==> src/rtl/half_adder_sync_pkg.sv <==
// Shared defaults for the registered half-adder slice.
// Only default values live here; WIDTH and CNT_W are still per-instance
// module parameters on half_adder_sync.
package half_adder_sync_pkg;
   localparam int DEF_WIDTH = 1;   // operand bits, one half adder each
   localparam int DEF_CNT_W = 16;  // carry-event counter width
endpackage

==> src/rtl/half_adder_bit.sv <==
// Single-bit half adder.
//   a, b  : operand bits
//   sum   : a ^ b
//   carry : a & b
// {carry,sum} is the 2-bit arithmetic sum of a and b. Plain operators are
// used so that X/Z on the inputs propagates with normal semantics.
module half_adder_bit (
   input  logic a,
   input  logic b,
   output logic sum,
   output logic carry
);
   assign sum   = a ^ b;
   assign carry = a & b;
endmodule

==> src/rtl/half_adder_sync.sv <==
// WIDTH independent half adders with a combinational result, a one-cycle
// registered copy of that result, and a saturating count of captures that
// produced any carry.
//   clk       : rising-edge clock
//   rst       : synchronous active-high reset (registers only)
//   a, b      : operands
//   in_valid  : capture a/b result this cycle
//   sum/carry : combinational a^b / a&b, independent of clk/rst/in_valid
//   sum_q/carry_q : result registered on the last capture (held otherwise)
//   out_valid : one-cycle pulse after each capture
//   carry_cnt : captures with non-zero carry, sticks at all-ones
module half_adder_sync
   import half_adder_sync_pkg::*;
#(
   parameter int WIDTH = DEF_WIDTH,
   parameter int CNT_W = DEF_CNT_W
) (
   input  logic             clk,
   input  logic             rst,
   input  logic [WIDTH-1:0] a,
   input  logic [WIDTH-1:0] b,
   input  logic             in_valid,
   output logic [WIDTH-1:0] sum,
   output logic [WIDTH-1:0] carry,
   output logic [WIDTH-1:0] sum_q,
   output logic [WIDTH-1:0] carry_q,
   output logic             out_valid,
   output logic [CNT_W-1:0] carry_cnt
);
   localparam logic [CNT_W-1:0] CNT_MAX = '1;
   localparam logic [CNT_W-1:0] CNT_ONE = CNT_W'(1);

   // No carry chain: every bit position is its own half adder.
   for (genvar i = 0; i < WIDTH; i++) begin : g_bit
      half_adder_bit u_bit (
         .a     (a[i]),
         .b     (b[i]),
         .sum   (sum[i]),
         .carry (carry[i])
      );
   end

   // Reset wins over a coincident capture; that capture is simply lost.
   always_ff @(posedge clk) begin
      if (rst) begin
         sum_q     <= '0;
         carry_q   <= '0;
         out_valid <= 1'b0;
         carry_cnt <= '0;
      end else begin
         out_valid <= in_valid;
         if (in_valid) begin
            sum_q   <= sum;
            carry_q <= carry;
            // Saturate rather than wrap so a full counter stays meaningful.
            if ((|carry) && (carry_cnt != CNT_MAX))
               carry_cnt <= carry_cnt + CNT_ONE;
         end
      end
   end
endmodule

==> config.mk <==
export PLATFORM = sky130hd
export DESIGN_NAME = half_adder_sync
export DESIGN_NICKNAME = d
export VERILOG_FILES = /design/src/rtl/half_adder_sync_pkg.sv /design/src/rtl/half_adder_bit.sv /design/src/rtl/half_adder_sync.sv
export SDC_FILE = /design/constraint.sdc
export NUM_CORES = 1
export LEC_CHECK = 0
export ABC_AREA = 1
export CAP_MARGIN = 40
export CORE_ASPECT_RATIO = 1.25
export CORE_UTILIZATION = 37
export DETAILED_ROUTE_END_ITERATION = 8
export GPL_TIMING_DRIVEN = 1
export PLACE_DENSITY = 0.69
export SYNTH_ARGS = -nofsm -noshare
export SYNTH_HDL_FRONTEND = slang
export SYNTH_HIERARCHICAL = 1
export SYNTH_SLANG_ARGS = --single-unit
==> constraint.sdc <==
create_clock -name clk -period 4.3 [get_ports clk]
set_input_delay 0.86 -clock clk [delete_from_list [all_inputs] [get_ports clk]]
set_output_delay 0.86 -clock clk [all_outputs]
set_load 0.02 [all_outputs]
### Yosys cells after proc, flatten, opt, wreduce, memory -nomap -nowiden

Cells that the tools add are included.

* output and inout port bits: 21
* flip-flop bits (word level): 19
* input port bits: 5

* add/subtract/negate cells: 1
* bitwise logic cells: 2
* reductions and logical operators: 2
* equal/unequal tests: 1

Operators by type and width (number)
* adder 16 x 1 -> 16 bit (second input constant): 1
* inequality test 16 bit (second input constant): 1
* AND reduction 2 bit: 1
* bitwise AND 1 bit: 1
* logical AND 1 bit: 1
* bitwise XOR 1 bit: 1

### Longest topological paths before layout

* word-level depth: 3
* gate-level depth with buffers: 10

### By module

The synthesis kept the hierarchy.

By module, submodules not included
* half_adder_sync: cells each 149, seq. area each 380.4 µm², area an instance 1009.7 µm², instances 1
* half_adder_bit: cells each 1, seq. area each 0.0 µm², area an instance 12.5 µm², instances 1

### Worst setup path after synthesis

Ideal clock, no wire load.

* kind: input to output
* start point: input port a
* end point: output port sum
* data arrival time: 1.233 ns
* stages on the path: 1
* data required time: 3.440 ns
* slack: 2.207 ns
* path through: ha_1

* longest elaborated chain between the ends: 1

Ends and longest elaborated chain
* start, declared: RTL line half_adder_sync.sv:20 `input logic [WIDTH-1:0] a,`
* bitwise XOR 1 bit: RTL line half_adder_bit.sv:13 `assign sum = a ^ b;`
* end, declared: RTL line half_adder_sync.sv:23 `output logic [WIDTH-1:0] sum,`

No other way between the ends.

### Worst setup path after layout

Ends and elaborated chain as after synthesis.

==> results.md <==
- Share of cells above drive strength 1: around a tenth
- Remaining global-route overflow: 0
- Largest family of logic cells by synthesized area: simple AND/OR/NAND/NOR gates
- RSZ-0062 raised after global routing: false
- CTS tree: done
- WL per Instance: 10.7 um
- Outcome: finished clean
- Clock Latency Late Sink: ~0.30 ns
- HP Start: carry_q$_SDFFE_PP0P_
- Vias: 1011
- Setup TNS: 0 ns
- Hold buffers post-CTS: 0
- Final estimated routing congestion in global placement: approximately 0.77
- Worst EP arrival: roughly 2.2 ns
- Longest Clk Path Bufs: 2
- Fin crit share: between 70% and 80%
- Worst EP required: roughly 3.4 ns
- PwrDens: 238 mW/mm2
- DP Wirelength: between 1500 and 2000 um
- H-tree depth: 1
- Hold WC Path Type: reg -> reg
- Relative slew slack: about two thirds
- Commonest non-fill, non-tap cell in the layout: nand2_1
- Reg power frac: 58.3%
- Mux contribution to synthesized area: 0%
- Post-route ant nets: 0
- Max layer used: met4
- Setup CP Type: in -> out
- R2R depth: 9
- Max-slew violation count: 0
- Fillcell total: 258
- Post-layout nets: ~180
- WHS Path Cells: 2
- Setup-failing EPs final: 0
- Fin. Hold Viols: 0
- DR pass1 iterations: 4
- Dpl cells: 205
- Multi-input gate area: approximately 560 um2
- # Post-CTS Setup Buffers: 0
- Die footprint: just under 0.003 mm2
- Pleak: 0.492 nW
- Critical path peak fanout: 2
- Skew final: ~0.0042 ns
- Num rows: 20
- Max Cap Viol: 0
- CTS buffer count: 3
- Hold Crit Endpoint: carry_q$_SDFFE_PP0P_
- Via density: 4.84
- Syn_nets: approximately 160
- Psw: ~0.00008 W
- Avg Inst Size Synth: 6.81 um2
- Min Hold Slack: ~0.48 ns
- DRC Markers: 0
- Worst R2R Setup Slack: 2.62 ns
- Gate power share: 12.7%
- Layout area overhead: 28.2%
- Max Freq: 330 MHz
- Post-Syn Instances: 150
- Die height: 60.8 um
- Non-filler instance count after layout: about 210
- Post-cts sizing count: 0
- Clock Power Share: about 29%
- Post-Synth Adder-Cell Area: around 2.4%
- Seq. cell area: 380 um2
- Initial Utilization: roughly two fifths
- Net Sw Frac: 25.6%
- Netlist cell types: 20
- CTS root buf: clkbuf_4
- Synth Area in Compound Gates: ~7.8%
- I/O Pins: 26
- Reg2Reg Capture Point: carry_cnt[0]$_SDFFE_PP0P_
- Global-route wire length before repair: roughly 3900 um
- Mapped cell area: between 0.001 and 0.0015 mm2
- Count of synthesis-stage warnings from yosys: 6
- Initial antenna violation count: 0
- Reg2reg start: carry_cnt[0]$_SDFFE_PP0P_
- Core area: 0.00253 mm2
- Int Power: about 0.00023 W
- Routed met1 length: around 1000 um
- Met3 wire len: approximately 120 um
- All-Layer GR Usage: between 15 and 20%
- Maximum VDD drop: approximately 170 uV
- Min Tclk post-route: between 3 and 4 ns
- Pin count of the biggest net entering global routing: 28
- Sequential area share after synthesis: a little under two fifths
- Diodes inserted: 0
- Clock Sinks: 19
- Clock Pin Slew Worst Setup and Hold Paths: between 0.1 and 0.15 ns
- Worst-Margin Slew: 0.491 ns
- #FFs+latches synth: 19
- DIE WIDTH: 49.0 um
- Synth Area in XOR/XNOR: less than 1%
- Vias in the first global route: 972
- Commonest non-fill, non-tap cells in the layout: 34 x nand2_1, 33 x nor2_1, 25 x clkdlybuf4s50_1
- Startpoint types: input port
- Initial DRC count: 23
- Simple-Gate Fraction of Synth Area: a little over two fifths
- Crit end category: output port
- Metal2 WL: ~1100 um
- Routed WL: roughly 2200 um
- # port buffers: 25
## area by class of cell
cell class,instances,area share (%)
Timing Repair Buffer,25,19.1
Sequential cell,19,29.0
Clock buffer,4,2.01
Inverter,14,4.01
Multi-Input combinational cell,114,42.7
Tap cell,33,3.15
## per-stage QoR
step	setup WS [ns]	cell area, um2	util (%)	total power [W]
2_1_floorplan	2.21	1020	-	0.000212
3_3_place_gp	1.29	1280	50.8	0.000224
3_5_place_dp	1.26	1280	50.8	0.000225
4_1_cts	1.25	1310	51.8	0.000314
5_1_grt	1.21	1310	51.8	0.000326
6_report	1.27	1310	51.8	0.000311
## flip-flops by register name (all words and copies together), names as in the netlist
signal and cells:
carry_cnt 16, carry_q 1, out_valid 1, sum_q 1
## synthesized netlist by cell type, drive strengths merged
library cell	instances	area [um2]
inv	14	52.6
ha	2	25.0
a21oi	14	70.1
nand3	17	115
o21ai	2	10.0
nand2	40	175
nand3b	1	7.51
nor3	1	5.00
buf	3	30.0
xnor2	1	8.76
nand4	1	6.26
nor2	35	136
dfxtp	19	380
## logic make-up (layout without fill, tap and decap cells)
kind of cell,count (synthesis),count (layout)
xor+xnor,1,1
flops,19,19
compound gates,16,16
fa+ha+maj,2,2
buf+inv,17,43
simple gates,95,95
## routing by layer
| layer | up-vias | track usage, % |
|---|---|---|
| met1 | 450 | 17.8 |
| met4 | 0 | 5.04 |
| met5 | - | 0 |
| met3 | 2 | 4.26 |
| met2 | 30 | 32.7 |
| li1 | 529 | - |
## power groups by stage
stage	Combinational, W	Clock, W	Sequential (W)
2_1_floorplan	0.0000225	0	0.000189
3_3_place_gp	0.0000387	0	0.000185
3_5_place_dp	0.0000396	0	0.000185
4_1_cts	0.0000398	0.0000921	0.000182
5_1_grt	0.0000436	0.000100	0.000182
6_report	0.0000395	0.0000902	0.000182
## critical path, cell delays in order
cell and delay (ns):
clkdlybuf4s50_1 0.40, ha_1 0.30, clkdlybuf4s50_1 0.61
## how the worst max path moves through the flow
| stage | startpoint | end | slack, ns | depth (start not counted) |
|---|---|---|---|---|
| floorplan | a | sum | 2.21 | 1 |
| finish | a | sum | 1.27 | 3 |
| global placement | a | sum | 1.29 | 3 |
| detailed placement | a | sum | 1.26 | 3 |
| CTS | a | sum | 1.25 | 3 |
| global route | a | sum | 1.21 | 3 |
Note: power is estimated with default switching activity, not from simulation.
